==> config.mk <==
export PLATFORM = sky130hd
export DESIGN_NAME = one2axi_master
export DESIGN_NICKNAME = d
export VERILOG_FILES = /design/src/rtl/one2axi_master.sv
export SDC_FILE = /design/constraint.sdc
export NUM_CORES = 1
export LEC_CHECK = 0
export CAP_MARGIN = 20
export CORE_MARGIN = 5
export CORE_UTILIZATION = 39
export DETAILED_ROUTE_END_ITERATION = 8
export HOLD_SLACK_MARGIN = 0.05
export PLACE_DENSITY = 0.79
export SLEW_MARGIN = 40
export SYNTH_ARGS = -nofsm -noshare
export SYNTH_HDL_FRONTEND = slang
export SYNTH_SLANG_ARGS = --single-unit
==> constraint.sdc <==
create_clock -name clk -period 2.1 [get_ports clk]
set_clock_uncertainty 0.15 [all_clocks]
set_input_delay 0.21 -clock clk [delete_from_list [all_inputs] [get_ports clk]]
set_output_delay 0.21 -clock clk [all_outputs]
set_load 0.05 [all_outputs]
==> src/rtl/one2axi_master.sv <==
// Register-bus to AXI4-Lite master bridge: one outstanding transaction, with an
// optional read queued behind a write when both strobes arrive together.
module one2axi_master #(
  parameter int ADDR_WIDTH = 32,
  parameter int DATA_WIDTH = 32
) (
  input  logic                      clk,
  input  logic                      resetn,
  input  logic [ADDR_WIDTH-1:0]     req_addr,
  input  logic [DATA_WIDTH-1:0]     req_wdata,
  input  logic                      req_wr,
  input  logic                      req_rd,
  output logic                      req_ready,
  output logic                      resp_valid,
  output logic [DATA_WIDTH-1:0]     resp_rdata,
  output logic [1:0]                resp_resp,
  output logic                      resp_is_rd,
  output logic [ADDR_WIDTH-1:0]     m_awaddr,
  output logic                      m_awvalid,
  input  logic                      m_awready,
  output logic [DATA_WIDTH-1:0]     m_wdata,
  output logic [DATA_WIDTH/8-1:0]   m_wstrb,
  output logic                      m_wvalid,
  input  logic                      m_wready,
  input  logic [1:0]                m_bresp,
  input  logic                      m_bvalid,
  output logic                      m_bready,
  output logic [ADDR_WIDTH-1:0]     m_araddr,
  output logic                      m_arvalid,
  input  logic                      m_arready,
  input  logic [DATA_WIDTH-1:0]     m_rdata,
  input  logic [1:0]                m_rresp,
  input  logic                      m_rvalid,
  output logic                      m_rready
);

  localparam int STRB_WIDTH = DATA_WIDTH / 8;

  typedef enum logic [2:0] {IDLE, WR, WB, RA, RD} state_t;

  state_t                 state_reg, state_next;
  logic                   rd_pend_reg, rd_pend_next;
  logic [ADDR_WIDTH-1:0]  awaddr_reg, awaddr_next;
  logic [ADDR_WIDTH-1:0]  araddr_reg, araddr_next;
  logic [DATA_WIDTH-1:0]  wdata_reg, wdata_next;
  logic [DATA_WIDTH-1:0]  rdata_reg, rdata_next;
  logic                   awvalid_reg, awvalid_next;
  logic                   wvalid_reg, wvalid_next;
  logic                   bready_reg, bready_next;
  logic                   arvalid_reg, arvalid_next;
  logic                   rready_reg, rready_next;
  logic                   resp_valid_reg, resp_valid_next;
  logic                   resp_is_rd_reg, resp_is_rd_next;
  logic [1:0]             resp_resp_reg, resp_resp_next;
  logic                   aw_done, w_done;

  assign req_ready = (state_reg == IDLE) && !rd_pend_reg;

  // A channel counts as done once its valid has dropped or is handshaking now.
  assign aw_done = !awvalid_reg || m_awready;
  assign w_done  = !wvalid_reg  || m_wready;

  always_ff @(posedge clk or negedge resetn) begin
    if (!resetn) begin
      state_reg      <= IDLE;
      rd_pend_reg    <= 1'b0;
      awaddr_reg     <= '0;
      araddr_reg     <= '0;
      wdata_reg      <= '0;
      rdata_reg      <= '0;
      awvalid_reg    <= 1'b0;
      wvalid_reg     <= 1'b0;
      bready_reg     <= 1'b0;
      arvalid_reg    <= 1'b0;
      rready_reg     <= 1'b0;
      resp_valid_reg <= 1'b0;
      resp_is_rd_reg <= 1'b0;
      resp_resp_reg  <= 2'b00;
    end else begin
      state_reg      <= state_next;
      rd_pend_reg    <= rd_pend_next;
      awaddr_reg     <= awaddr_next;
      araddr_reg     <= araddr_next;
      wdata_reg      <= wdata_next;
      rdata_reg      <= rdata_next;
      awvalid_reg    <= awvalid_next;
      wvalid_reg     <= wvalid_next;
      bready_reg     <= bready_next;
      arvalid_reg    <= arvalid_next;
      rready_reg     <= rready_next;
      resp_valid_reg <= resp_valid_next;
      resp_is_rd_reg <= resp_is_rd_next;
      resp_resp_reg  <= resp_resp_next;
    end
  end

  always_comb begin
    state_next      = state_reg;
    rd_pend_next    = rd_pend_reg;
    awaddr_next     = awaddr_reg;
    araddr_next     = araddr_reg;
    wdata_next      = wdata_reg;
    rdata_next      = rdata_reg;
    awvalid_next    = awvalid_reg;
    wvalid_next     = wvalid_reg;
    bready_next     = bready_reg;
    arvalid_next    = arvalid_reg;
    rready_next     = rready_reg;
    resp_valid_next = 1'b0;
    resp_is_rd_next = resp_is_rd_reg;
    resp_resp_next  = resp_resp_reg;

    case (state_reg)
      IDLE: begin
        if (req_ready && req_wr) begin
          awaddr_next  = req_addr;
          wdata_next   = req_wdata;
          awvalid_next = 1'b1;
          wvalid_next  = 1'b1;
          state_next   = WR;
          // A combined request reads back the word following the written one.
          if (req_rd) begin
            rd_pend_next = 1'b1;
            araddr_next  = req_addr + ADDR_WIDTH'(STRB_WIDTH);
          end
        end else if (req_ready && req_rd) begin
          araddr_next  = req_addr;
          arvalid_next = 1'b1;
          state_next   = RA;
        end
      end
      WR: begin
        if (awvalid_reg && m_awready) awvalid_next = 1'b0;
        if (wvalid_reg && m_wready)   wvalid_next  = 1'b0;
        if (aw_done && w_done) begin
          bready_next = 1'b1;
          state_next  = WB;
        end
      end
      WB: begin
        if (m_bvalid) begin
          bready_next     = 1'b0;
          resp_resp_next  = m_bresp;
          resp_is_rd_next = 1'b0;
          resp_valid_next = 1'b1;
          if (rd_pend_reg) begin
            arvalid_next = 1'b1;
            state_next   = RA;
          end else begin
            state_next = IDLE;
          end
        end
      end
      RA: begin
        if (m_arready) begin
          arvalid_next = 1'b0;
          rready_next  = 1'b1;
          state_next   = RD;
        end
      end
      RD: begin
        if (m_rvalid) begin
          rready_next     = 1'b0;
          rdata_next      = m_rdata;
          resp_resp_next  = m_rresp;
          resp_is_rd_next = 1'b1;
          resp_valid_next = 1'b1;
          rd_pend_next    = 1'b0;
          state_next      = IDLE;
        end
      end
      default: state_next = IDLE;
    endcase
  end

  assign m_awaddr   = awaddr_reg;
  assign m_awvalid  = awvalid_reg;
  assign m_wdata    = wdata_reg;
  assign m_wstrb    = '1;
  assign m_wvalid   = wvalid_reg;
  assign m_bready   = bready_reg;
  assign m_araddr   = araddr_reg;
  assign m_arvalid  = arvalid_reg;
  assign m_rready   = rready_reg;
  assign resp_valid = resp_valid_reg;
  assign resp_rdata = rdata_reg;
  assign resp_resp  = resp_resp_reg;
  assign resp_is_rd = resp_is_rd_reg;

endmodule

# Yosys cells after proc, flatten, opt, wreduce, memory -nomap -nowiden
# Cells that the tools add are included.
word_totals:
  reg_bits: 141
  elab_cells: 101
  input_bits: 109
  out_inout_bits: 142
op_classes:
  mux: 39
  n_eq_ne: 17
  n_reduce_logical: 30
  add_sub_neg: 1
ops:
  columns: ["operator", "count"]
  rows:
  - ["32-bit two-way mux", 3]
  - ["32-bit by 3-bit adder with 32-bit output (second input constant)", 1]
  - ["2-bit != test (second input constant)", 10]
  - ["3-bit two-way mux", 6]
  - ["3-bit AND reduction", 6]
  - ["1-bit two-way mux", 17]
  - ["3-bit one-hot mux with 5 select lines", 1]
  - ["1-bit one-hot mux with 2 select lines", 7]
  - ["2-bit nonzero test", 6]
  - ["3-bit by 2-bit equality test with 1-bit output (second input constant)", 2]
  - ["1-bit logical AND", 6]
  - ["2-bit two-way mux", 3]
  - ["6-bit AND reduction", 1]
  - ["5-bit AND reduction", 1]
  - ["2-bit by 1-bit != test with 1-bit output (second input constant)", 2]
  - ["2-bit one-hot mux with 2 select lines", 1]
  - ["2-bit AND reduction", 2]
  - ["4-bit AND reduction", 1]
  - ["3-bit by 1-bit equality test with 1-bit output (second input constant)", 1]
  - ["3-bit equality test (second input constant)", 1]
  - ["1-bit logical NOT", 3]
  - ["3-bit logical NOT", 1]
  - ["3-bit by 1-bit != test with 1-bit output (second input constant)", 1]
  - ["1-bit one-hot mux with 3 select lines", 1]
  - ["2 further kinds", 3]

# Longest topological paths before layout
# Gate-level depths: netlist (run 1).
logic_depth:
  word_depth: 6
  ltp_mapped: 8
  ltp_nobuf: 6

# Least setup slack after synthesis (run 1)
# No wires, ideal clock.
synth_timing:
  path_type: "flip-flop to flip-flop"
  startpoint: "register state_reg[2]"
  endpoint: "register araddr_reg[7], in the netlist m_araddr[7]"
  t_required_ns: 1.824
  setup_ns: 0.126
  period_less_slack_ns: 2.309
  path_buffers: 0
  stages_incl_launch_ff: 7
  arrival_ns: 2.033
  setup_slack_ns: -0.209
  cell_sequence: "dfrtp_1 or4_4 clkinv_2 nand2_4 or4_1 xor2_1 o21ai_2"
synth_via:
  elab_chain_cells: 5
  word_cells_on_any_way: 8
  classes_between: "eq/ne: 1; mux: 1; reduce/logical: 6"
synth_rtl:
  columns: ["item", "line_no", "rtl"]
  rows:
  - ["from (decl)", "41", "state_t state_reg, state_next;"]
  - ["from (signal assigned)", "80", "state_reg <= state_next;"]
  - ["3-bit logical NOT *", "57", "assign req_ready = (state_reg == IDLE) && !rd_pend_reg;"]
  - ["1-bit logical AND *", "57", null]
  - ["named net req_ready", "13", "output logic req_ready,"]
  - ["1-bit logical AND (on tied branches)", "115, 126", null]
  - ["2-bit != test (no source line) / 2-bit nonzero test (equally long branches)", null, null]
  - ["3-bit AND reduction (no source line)", null, null]
  - ["to (signal assigned)", "83", "araddr_reg <= araddr_next;"]
  - ["to (decl)", "44", "logic [ADDR_WIDTH-1:0] araddr_reg, araddr_next;"]
# Mark *: on every way through the listed nets, which the timed path passes. The rest lies on a longest branch.
# A chain may end at the register's enable or synchronous reset.

# Final worst setup path (run 1)
layout_timing:
  startpoint: "register rd_pend_reg"
  endpoint: "register araddr_reg[7], in the netlist m_araddr[7]"
layout_via:
  elab_chain_cells: 5
  word_cells_on_any_way: 8
  classes_between: "eq/ne: 1; mux: 1; reduce/logical: 6"
layout_rtl:
  columns: ["item", "line_no", "rtl"]
  rows:
  - ["from (decl)", "42", "logic rd_pend_reg, rd_pend_next;"]
  - ["from (signal assigned)", "81", "rd_pend_reg <= rd_pend_next;"]
  - ["1-bit logical NOT *", "57", null]
  - ["1-bit logical AND *", "57", null]
  - ["1-bit logical AND (on tied branches)", "115, 126", null]
  - ["2-bit != test (no source line) / 2-bit nonzero test (equally long branches)", null, null]
  - ["3-bit AND reduction (no source line)", null, null]
# Mark *: on every way between the ends. The rest lies on a longest branch, timed or not.

==> run summary, run 1 <==
Setup repair after global routing could not meet its margin everywhere. STA puts the critical path data required time at 2.29 ns. In this run, synthesis inferred 0 flip-flops with an integrated enable. Global routing finished with a remaining overflow of 0. In this run the worst hold path is classified as in2async. For this run, asynchronously set or reset flops after synthesis account for 100%. The root buffer cell chosen for the clock tree is clkbuf_16. The ratio of routed vias to standard cells came out at 4.93.

After Yosys synthesis, XOR and XNOR cells account for 4.22% of the synthesized area. Detailed placement ended at an HPWL of 13500 µm. Synthesis produced 609 cells. Summing all non-filler instances in the final layout gives an area of 9800 µm².

The later pin in the worst-skew pair is clocked with a latency of 0.41 ns. The global-route wire length before repair was 28900 µm. For the pin with the worst max-slew slack, the measured transition is 0.585 ns. IR analysis of the VDD net gives a maximum drop of 1.22 mV. In this run the static leakage power is 4.48 nW. Post-route total power: 17.2 mW. The final antenna diode count is 0, and the clock-pin slew reported for the worst setup and hold paths after clock tree synthesis is 0.06 ns.

During placement, the flow inserted port buffers numbering 246. The pre-antenna-repair detailed-routing pass consisted of 4 iterations. The synthesized netlist contains 45 unique library cells. The average cell area after synthesis was 9.87 µm²; the placeable core region was 15100 µm². The critical path is of the reg2reg type. The logs give 0 for the final-report hold violation count and 0.814 for the weighted congestion at the end of routability-driven global placement.

The total number of yosys warnings was 0. The DRC violations left was 0; the post-synth design cell area was 6010 µm². For the final core utilization, the log shows 64.7%. The setup violation total in the final timing report is 2, and the final critical delay including setup and external delays is 2.12 ns. The placed instances occupy a cell area of 9050 µm². In the final design database the tool counted 1006 nets. Counting along the longest clock path gives a buffer depth of 2. The logs give 5567 for the via count of the first global-routing pass and 20.3% for the overall routing resource usage. The synthesized netlist devotes 5.27% of its cell area to compound gates. TritonCTS built the clock tree. For the clock buffer count from CTS, the log shows 17. The layout overhead on the synthesized area was 63.0%; the critical path data arrival time was 2.31 ns. In this run the remaining antenna-violating nets after routing total 0. The library cells used most frequently in the layout, excluding fill and tap cells, are 243 x clkdlybuf4s50_1, 238 x nand2_1, 141 x dfrtp_1. The die is 134 µm wide. For this block, the initial DRC count from the detailed router was 195.

The share of the Yosys chip area taken by registers is 58.7%. Endpoint class of the critical path: a flop. After synthesis, the largest family of logic cells by area is simple AND/OR/NAND/NOR gates. The most used flip-flop cell after synthesis is dfrtp_1. The power density over the cells was 1760 nW/µm².

The checks that failed: setup timing. The final worst slack was -0.0244 ns. For the initial antenna violation count, the log shows 0. Startpoint kind of the worst setup timing path: a flop. The number of cell rows was 45; the simple-gate share of the synthesized area was 21.7%. For the max capacitance violation total, the log shows 0. The total number of H-tree levels was 4. The run gives 46 as the largest net degree at the start of global routing.

The routed layout has 5410 vias. Dividing the detail-routed wire length by the instance count gives 16.7 µm. The final layout contains routed wiring with a total length of 18300 µm. The library cell used most frequently in the layout, excluding fill and tap cells, is clkdlybuf4s50_1. The die covers 18000 µm². The count of final max-slew check failures was 0. In this run, synthesis produced a sequential element count of 141. The total I/O pin count was 251; the part of the cycle the worst path needs was 101%.

The fraction of the mapped netlist area in adder cells was 0.208%. The run gives 39.7% as the initial core utilization. Biggest fanout along the worst timing path: 6. Setup total negative slack on the finished layout was measured at -0.0367 ns. Timing analysis after detailed placement gives a worst setup slack of -0.0353 ns. For the relative max-transition margin, the log shows 60.9%.

The proportion of layout cells with a drive suffix above 1 is 15.1%. Based on the critical path, the design can be clocked at up to 471 MHz. Multiplexer cells account for 7.03% of the synthesized area.

The run finished, with violations left. From bottom edge to top edge, the die measures 134 µm. Counting every sink on the clock net gives 141.
worst paths after layout:
kind                                     startpoint                        to  slack, ns  cells after the start
setup / recovery            rd_pend_reg$_DFFE_PN0P_   m_araddr[7]$_DFFE_PN0P_      -0.02                      6
hold / removal                               resetn  m_awaddr[27]$_DFFE_PN0P_       0.13                      2
max in group asynchronous                    resetn   m_wdata[20]$_DFFE_PN0P_       1.06                      3
setup reg to reg            rd_pend_reg$_DFFE_PN0P_   m_araddr[7]$_DFFE_PN0P_      -0.02                      6
hold reg to reg            m_awaddr[27]$_DFFE_PN0P_  m_awaddr[27]$_DFFE_PN0P_       0.32                      2
min in group clk                      req_wdata[11]   m_wdata[11]$_DFFE_PN0P_       0.17                      3
logic make-up after synthesis:
group / count (synthesis)
AO/OA/AOI/OAI: 57
XOR/XNOR: 29
adder cells (fa/ha/maj): 1
buffers and inverters: 38
flip-flops: 141
multiplexers: 38
other: 1
AND/OR/NAND/NOR: 304
metal layers:
layer | vias to the layer above | routed length [µm] | global-route usage [%]
met2 | 224 | 8820 | 32.9
met3 | 24 | 1860 | 8.89
li1 | 2569 | - | -
met5 | - | 0 | 0
met4 | 0 | 252 | 6.79
met1 | 2593 | 7380 | 24.3
synthesized netlist by cell type, types with 2 or more instances:
master / number / area [µm²]
nand2_1: 240 / 901
dfrtp_1: 141 / 3530
o21ai_0: 36 / 180
mux2_2: 34 / 383
xor2_1: 24 / 210
clkbuf_1: 20 / 75.1
nand4_1: 14 / 87.6
nor2_1: 13 / 48.8
a21oi_1: 12 / 60.1
nand3_1: 11 / 55.1
buf_2: 8 / 40.0
inv_1: 5 / 18.8
xnor2_1: 5 / 43.8
and4_1: 4 / 35.0
buf_4: 4 / 30.0
mux2i_1: 4 / 40.0
and3_1: 3 / 18.8
nand4b_1: 2 / 17.5
nor3_1: 2 / 10.0
nor4_1: 2 / 12.5
layout make-up:
cell class / instances / area, µm²
clock buffers: 18 / 439
clock inverters: 14 / 193
fillers: 1169 / 5350
inverters: 6 / 35.0
multi-input cells: 433 / 2390
flip-flops and latches: 141 / 3530
well taps: 188 / 235
repair buffers: 297 / 2970
critical path, stage by stage (launching register included):
cell and delay, ns:
dfrtp_1 0.38, or4_4 0.61, clkinv_8 0.10, nand2_8 0.06, or4_4 0.44, xor2_2 0.19, o21ai_2 0.11
stage by stage:
step | instances | hold WS [ns]
2_1_floorplan | 612 | -0.236
3_3_place_gp | 1061 | -0.00435
3_5_place_dp | 1061 | -0.00941
4_1_cts | 1096 | 0.114
5_1_grt | 1097 | 0.148
6_report | 1097 | 0.125
report_power, final:
group          internal [mW]  total [mW]  switching [mW]
sequential              3.96        4.62           0.661
combinational           3.18        9.44            6.25
clock                   2.02        3.18            1.16
repair_timing:
action,4_1_cts,5_1_grt
resized for setup,5,19
buffers inserted,1,0
hold endpoints to repair,141,0
gates cloned,1,1
hold buffers,1,0
pin swaps,3,5
endpoints found under the setup margin,10,22
(Power assumes the default switching activity.)
==> run 2: changes to the inputs <==
- CELL_PAD_IN_SITES_DETAIL_PLACEMENT: not set -> 1
- CELL_PAD_IN_SITES_GLOBAL_PLACEMENT: not set -> 2
- CORE_UTILIZATION: 39 -> 22
- PLACE_DENSITY: 0.79 -> not set
- PLACE_DENSITY_LB_ADDON: not set -> 0.05
==> run summary, run 2 (synthesis gave the netlist of run 1 again) <==
The transition time of the tightest slew-check pin was 0.597 ns (+0.0121 ns); the final critical delay including setup and external delays was 2.17 ns (+0.0412 ns). The tools report the clock root buffer as clkbuf_16. The final-report hold violation count is 0 (unchanged). The post-route worst hold slack is 0.155 ns (+0.0301 ns). The critical path data arrival time was 1.81 ns (-0.50 ns); the leakage power summed over all cells was 4.51 nW (+0.66%). The required time of the critical path was 1.74 ns (-0.55 ns). The final core utilization was 37.2% (-27 points).

The die outline height is 175 µm (+31%). The proportion of layout cells with a drive suffix above 1 is 16.5% (+1.4 points). The logs give 1258 (+15%) for the final cell count without fillers and 6 (+4) for the setup violation total in the final timing report.

Endpoint class of the critical path: an output port. The port buffer count came out at 246 (unchanged). STA classifies the critical path startpoint as a flop. The switching portion of total power was 48.7% (+1.8 points). The global-route wire length before repair was 35000 µm (+21%). The run gives 462 MHz (-1.9%) as the timing-limited maximum frequency. Final instance area: 10000 µm² (+2.3%). The tools report the initial core utilization as 22.3% (-17 points). The floorplan die area is 30700 µm² (+71%), and the count of final max-slew check failures is 0 (unchanged).

The logs give 0 (unchanged) for the aggregate global routing overflow and 17 (unchanged) for the clock buffer count from CTS. The tools report the highest ir drop seen on vdd as 0.652 mV (-47%). Leaving out fill and tap cells, the most frequent cell in the layout is nand2_1. Weighted congestion at the end of routability-driven global placement: 0.740 (-9.1%). The checks that failed: setup timing. The worst reg2reg path startpoint is rd_pend_reg$_DFFE_PN0P_. The worst setup path is of the reg2out kind. The path class of the tightest hold or removal check is in2async. The part of the cycle the worst path needs works out to 103% (+2.0 points). The post-detailed-placement cell area is 9300 µm² (+2.8%). The number of violations reported at the end of detailed-routing iteration 0 was 188 (-3.6%). The final worst slack came out at -0.0656 ns (-0.0412 ns). The run gives 2 (unchanged) as the maximum buffer depth of the clock tree. The slack of the worst reg-to-reg path is -0.06 ns (-0.04 ns). The flow ran to the end, but the final reports show violations. The chip width came out at 175 µm (+31%). The combinational power share was 56.3% (+1.5 points). The run gives 5403 (-0.13%) as the count of vias placed by the detailed router.

The startpoint of the worst setup timing path was rd_pend_reg$_DFFE_PN0P_. The run gives 4 (unchanged) as the total iterations of the first detailed-routing run. Setup repair after global routing could not meet its margin everywhere. The logs give 0 (unchanged) for the initial antenna violation count and 1014 (+0.80%) for the number of nets in the layout. The placeable core region was 27000 µm² (+78%); the post-route total power was 17.2 mW (-0.15%).

Power density over the cells: 1720 nW/µm² (-2.4%). The biggest fanout along the worst timing path is 4 (-2), and the fraction of power consumed by the clock network is 16.7% (-1.7 points). The logs give 8.83 mW (-3.6%) for the design internal power and 22300 µm (+22%) for the post-detailed-routing wire length.

Leaving out fill and tap cells, the most frequent cells in the layout are 239 x nand2_1, 234 x clkdlybuf4s50_1, 141 x dfrtp_1. TritonCTS built the clock tree. For the max capacitance violation total, the log shows 0 (unchanged).

The clock sink total is 141 (unchanged), and the layout overhead on the synthesized area is 66.7%. For the remaining number of nets flagged by the antenna check after routing, the log shows 0 (unchanged). The final antenna diode count came out at 0 (unchanged).

The run gives 14.4% (-5.9 points) as the overall routing resource usage. The cell count after placement was 1220 (+15%). The half-perimeter wire length after placement is 16600 µm (+23%).

The via count of the first global-routing pass was 6067 (+9.0%); the total I/O pin count was 251 (unchanged). The clock insertion delay at the later pin of the skew report is 0.42 ns (about the same), and the relative max-transition margin is 60.1% (-0.81 points). The depth of the most critical reg-to-reg path is 7 (+1), and the largest net degree at the start of global routing is 53 (+15%). The worst register-to-register path ends at m_araddr[7]$_DFFE_PN0P_. The ratio of routed vias to standard cells came out at 4.29 (-13%).

Average routed wire per standard cell: 17.7 µm (+6.0%). The run gives 8.38 mW (+3.8%) as the net switching power. For the number of cell rows, the log shows 60 (+33%).

Total number of H-tree levels: 4 (unchanged). Clock-pin slew reported for the worst setup and hold paths after clock tree synthesis: 0.07 ns (about the same). The tools report the fraction of power consumed by sequential logic as 27.1% (+0.3 points). The DRC violations left was 0 (unchanged).
==> run 2: worst max path at each step <==
stage	end	slack (ns)	cells after the start
after floorplan	m_araddr[7]$_DFFE_PN0P_	-0.05	6
after global placement	m_araddr[16]$_DFFE_PN0P_	-0.06	6
after detailed placement	m_araddr[30]$_DFFE_PN0P_	-0.12	6
after CTS	req_ready	-0.12	5
after global routing	req_ready	-0.13	5
final	req_ready	-0.07	5
==> run 2: power groups by stage <==
stage / sequential, mW / combinational [mW] / clock (mW)
final: 4.65 / 9.68 / 2.87
after global routing: 4.83 / 10.3 / 3.09
after CTS: 4.69 / 9.71 / 2.98
after detailed placement: 4.71 / 9.60 / 0
after global placement: 4.67 / 9.53 / 0
after floorplan: 8.77 / 1.73 / 0
==> run 2: cell type report <==
type | instances | area, µm²
clock inverters | 13 | 106
flip-flops and latches | 141 | 3530
clock buffers | 19 | 443
repair buffers | 305 | 3100
well taps | 341 | 427
fillers | 2984 | 16900
inverters | 6 | 35.0
multi-input cells | 433 | 2390
==> run 2: metrics by stage <==
stage | setup slack (ns) | setup TNS [ns]
final | -0.0656 | -0.151
after global routing | -0.126 | -3.84
after CTS | -0.116 | -1.08
after detailed placement | -0.125 | -3.37
after global placement | -0.0552 | -0.924
after floorplan | -0.0503 | -0.0503
==> run 2: what timing repair did <==
item                       CTS  global route
buffers inserted             2             1
gates cloned                 0             2
gates resized for setup     16            14
hold endpoints to repair   141             0
pin swaps                    4             3
setup endpoints to repair   72            83
hold buffers                 1             0
==> run 2: routing by layer <==
| metal | GRT usage (%) | vias up | wire [µm] |
|---|---|---|---|
| li1 | - | 2587 | - |
| met1 | 17.2 | 2649 | 9260 |
| met2 | 23.6 | 155 | 10700 |
| met3 | 6.05 | 12 | 2030 |
| met4 | 4.16 | 0 | 225 |
| met5 | 0 | - | 0 |
==> run 2: critical path, stage by stage, from the launching register on <==
cell and delay (ns):
dfrtp_1 0.38, or4_4 0.61, clkinv_8 0.08, buf_8 0.10, buf_6 0.10, buf_12 0.12
==> run 3: changes to the inputs <==
- ABC_AREA: not set -> 1
- CORE_UTILIZATION: 22 -> 21
==> run summary, run 3 <==
The run gives 0 (unchanged) as the DRC violations left. The chip width is 184 µm (+5.0%), and the number of violations reported at the end of detailed-routing iteration 0 is 226 (+20%). The placeable core region was 29800 µm² (+11%); the leakage power summed over all cells was 4.84 nW (+7.5%). The setup violation total in the final timing report is 0 (-6). The startpoint kind of the worst setup timing path was a flop. The tools report the number of distinct standard cells referenced by the synthesized netlist as 30 (-33%). The tools report the clock buffer count from CTS as 17 (unchanged).

The pre-CTS worst setup slack is -0.0608 ns (+0.0641 ns), and the final-report hold violation count is 0 (unchanged). The average cell area after synthesis works out to 7.97 µm² (-19%). The transition time of the tightest slew-check pin came out at 0.589 ns (-0.00846 ns). Power density over the cells: 1690 nW/µm² (-1.4%). The number of nets in the layout was 1193 (+18%). The run finished with clean final reports. The biggest fanout along the worst timing path is 2 (-2).

The count of buffers added by post-CTS timing repair for setup is 0 (-2), and the layout filler cell count is 3517 (+18%). The clock-pin slew reported for the worst setup and hold paths after clock tree synthesis was 0.07 ns (about the same). The part of the cycle the worst path needs came out at 95.5% (-7.7 points). The tools report the final worst slack as 0.0954 ns (+0.161 ns). The fraction of synthesis flops using an asynchronous set or reset pin is 100% (unchanged). The area growth from synthesis to layout is 60.5%.

The max capacitance violation total was 0 (unchanged); the maximum buffer depth of the clock tree was 2 (unchanged). Critical-path cell with the highest stage delay: clkdlybuf4s50_1. In the synthesized netlist, the cells that appear most often are 382 x nand2_1, 141 x dfrtp_1, 55 x nand3_1. TritonCTS built the clock tree.

The die outline height came out at 184 µm (+5.0%). The synthesized instance count is 798 (+31%), and the number of buffers added to fix hold violations after cts is 1 (unchanged). Count of vias placed by the detailed router: 6053 (+12%). Timing-limited maximum frequency: 499 MHz (+8.0%).

For the final core utilization, the log shows 34.2% (-2.9 points). The run gives 141 (unchanged) as the clock sink total. The final critical delay including setup and external delays came out at 2.00 ns (-0.161 ns). The cell sitting at the root of the clock tree is a clkbuf_16.

The logs give 6371 (+5.0%) for the via count of the first global-routing pass and 1484 (+18%) for the final cell count without fillers. For the post-detailed-placement cell area, the log shows 9600 µm² (+3.2%). In the synthesized netlist the dominant register cell turns out to be dfrtp_1. Proportion of layout cells with a drive suffix above 1: 9.23% (-7.2 points).

The share of the synthesized area in the top cell type came out at 55.5% (-3.2 points). Yosys attributes the largest share of cell area to dfrtp_1 55%, nand2_1 23%, nand3_1 4.3%. The number of enable flip-flop cells after synthesis came out at 0 (unchanged). For the total iterations of the first detailed-routing run, the log shows 4 (unchanged). Area of the multi-input gates: 2470 µm² (+3.4%).

Setup repair after global routing left no endpoint under its margin. Post-synth design cell area: 6360 µm² (+5.8%). The buffer and inverter count on the worst path works out to 1 (-3). The tools report the final antenna diode count as 0 (unchanged).

The highest ir drop seen on vdd came out at 0.647 mV (-0.69%). The top cell types in the final layout, fill and taps aside, are 381 x nand2_1, 240 x clkdlybuf4s50_1, 141 x dfrtp_1. Slack of the worst reg-to-reg path: 0.35 ns (+0.41 ns).

The logs give 3530 µm² (unchanged) for the combined flip-flop and latch cell area and 0.42 ns (about the same) for the clock insertion delay at the later pin of the skew report. The initial antenna violation count is 2 (+2). For the remaining number of nets flagged by the antenna check after routing, the log shows 0 (unchanged). The final instance area is 10200 µm² (+1.8%).

The kind of critical path was reg2out. The post-detailed-routing wire length is 24500 µm (+10%). The run gives 0 (unchanged) as the total number of yosys warnings. The most frequent cell after synthesis was nand2_1.

Delay of the slowest cell on the worst path: 0.83 ns (+0.22 ns). The aggregate global routing overflow is 0 (unchanged), and the required time of the critical path is 1.74 ns (about the same). The cell count after placement was 1453 (+19%). The logs give 14.4% (+0.042 points) for the overall routing resource usage and 33900 µm² (+10%) for the floorplan die area.

The ratio of routed vias to standard cells was 4.08 (-5.0%). The path class of the tightest hold or removal check is in2async. Count of final max-slew check failures: 0 (unchanged).

The total I/O pin count was 251 (unchanged); the number of synthesized register bits was 141 (unchanged). The run gives 0 (-16) as the total of cells resized after clock tree synthesis. The signal on the critical path passes through clkdlybuf4s50_1. The run gives 0.727 (-1.7%) as the weighted congestion at the end of routability-driven global placement. The worst setup path is captured at an output port. Dominant delay contributor by cell family on the critical path: buffers and inverters. Largest area contributor in the synthesized netlist: dfrtp_1. Critical path data arrival time: 1.64 ns (-0.17 ns). The logs give 63 (+5.0%) for the number of cell rows and 18300 µm (+10%) for the half-perimeter wire length after placement. The average routed wire per standard cell is 16.5 µm (-6.5%).

The most common cell after layout, fill and taps aside was nand2_1. The tools report the relative max-transition margin as 60.6% (+0.57 points). The global-route wire length before repair is 38000 µm (+8.7%), and the total number of H-tree levels is 4 (unchanged). The largest net degree at the start of global routing came out at 57 (+7.5%). The run gives 55.5% (-3.2 points) as the register area share after synthesis. The initial core utilization is 21.3% (-0.97 points). The port buffer count works out to 246 (unchanged).
[run 3: cell count changes in the layout (fill, tap and decap cells not counted), sizes merged, moves of 4 or more]
cell | previous run | this run
nand2 | 241 | 383
xor2 | 24 | 6
inv | 11 | 57
buf | 68 | 54
and4 | 4 | 0
o21ai | 37 | 41
mux2i | 4 | 0
nand3 | 11 | 55
clkbuf | 21 | 17
mux2 | 34 | 0
nor2 | 14 | 54
clkdlybuf4s50 | 234 | 240
a21oi | 12 | 3
nor4 | 4 | 0
[run 3: worst reg2reg max path: stages (launching register included)]
cell and delay, ns:
dfrtp_1 0.45, nor2_4 0.18, nand4_4 0.13, buf_12 0.19
buf_4 0.24, nand2_1 0.10, nand3_1 0.08, o21a_1 0.11
[run 3: path summary, 6_finish.rpt]
| path | start | end | cells after the start |
|---|---|---|---|
| worst max-delay path | m_awaddr[11]$_DFFE_PN0P_ | m_awaddr[11] | 1 |
| worst min-delay path | resetn | resp_rdata[26]$_DFFE_PN0P_ | 2 |
| worst max register to register | state_reg[1]$_DFFE_PN0P_ | m_araddr[2]$_DFFE_PN0P_ | 7 |
| worst min register to register | resp_rdata[18]$_DFFE_PN0P_ | resp_rdata[18]$_DFFE_PN0P_ | 2 |
| max in group asynchronous | resetn | m_araddr[5]$_DFFE_PN0P_ | 3 |
| min in group clk | m_rdata[5] | resp_rdata[5]$_DFFE_PN0P_ | 3 |
[run 3: layout make-up]
cell class | count | area share, %
Clock buffer | 17 | 4.17
Inverter | 55 | 2.02
Clock inverter | 13 | 1.64
Sequential cell | 141 | 34.6
Multi-Input combinational cell | 573 | 24.2
Tap cell | 390 | 4.78
Timing Repair Buffer | 295 | 28.6
[run 3: cell families (layout without fill, tap and decap cells)]
family                     after synthesis  in the layout  synth area share, %
adders and majority gates                1              1                0.197
and+or+nand+nor                        509            509                 32.9
DFF                                    141            141                 55.5
AOI/OAI and AO/OA                       51             51                 4.31
xor gates and xnor gates                 8              8                 1.10
buffers and inverters                   87            380                 5.94
other                                    1              4               0.0590
[run 3: through the flow]
stage	power [mW]	setup TNS [ns]	hold slack [ns]
2_1_floorplan	10.6	0	-0.236
3_3_place_gp	14.3	-0.153	-0.0165
3_5_place_dp	14.3	-0.340	-0.0190
4_1_cts	17.6	0	0.0865
5_1_grt	18.3	0	0.111
6_report	17.3	0	0.0918
[run 3: metal layers]
layer  up-vias  share of wire, %  track usage [%]
met3        11               6.6             4.81
met4         4              0.70             2.63
li1       3038                 -                -
met5         -              0.15                0
met1      2851                47             19.4
met2       149                46             22.8
[run 3: report_power, final]
| group | switching, mW | internal [mW] | leakage (nW) |
|---|---|---|---|
| sequential | 0.712 | 3.95 | 1.76 |
| clock | 1.28 | 1.87 | 0.286 |
| combinational | 6.45 | 3.00 | 2.80 |
| total | 8.45 | 8.82 | 4.84 |
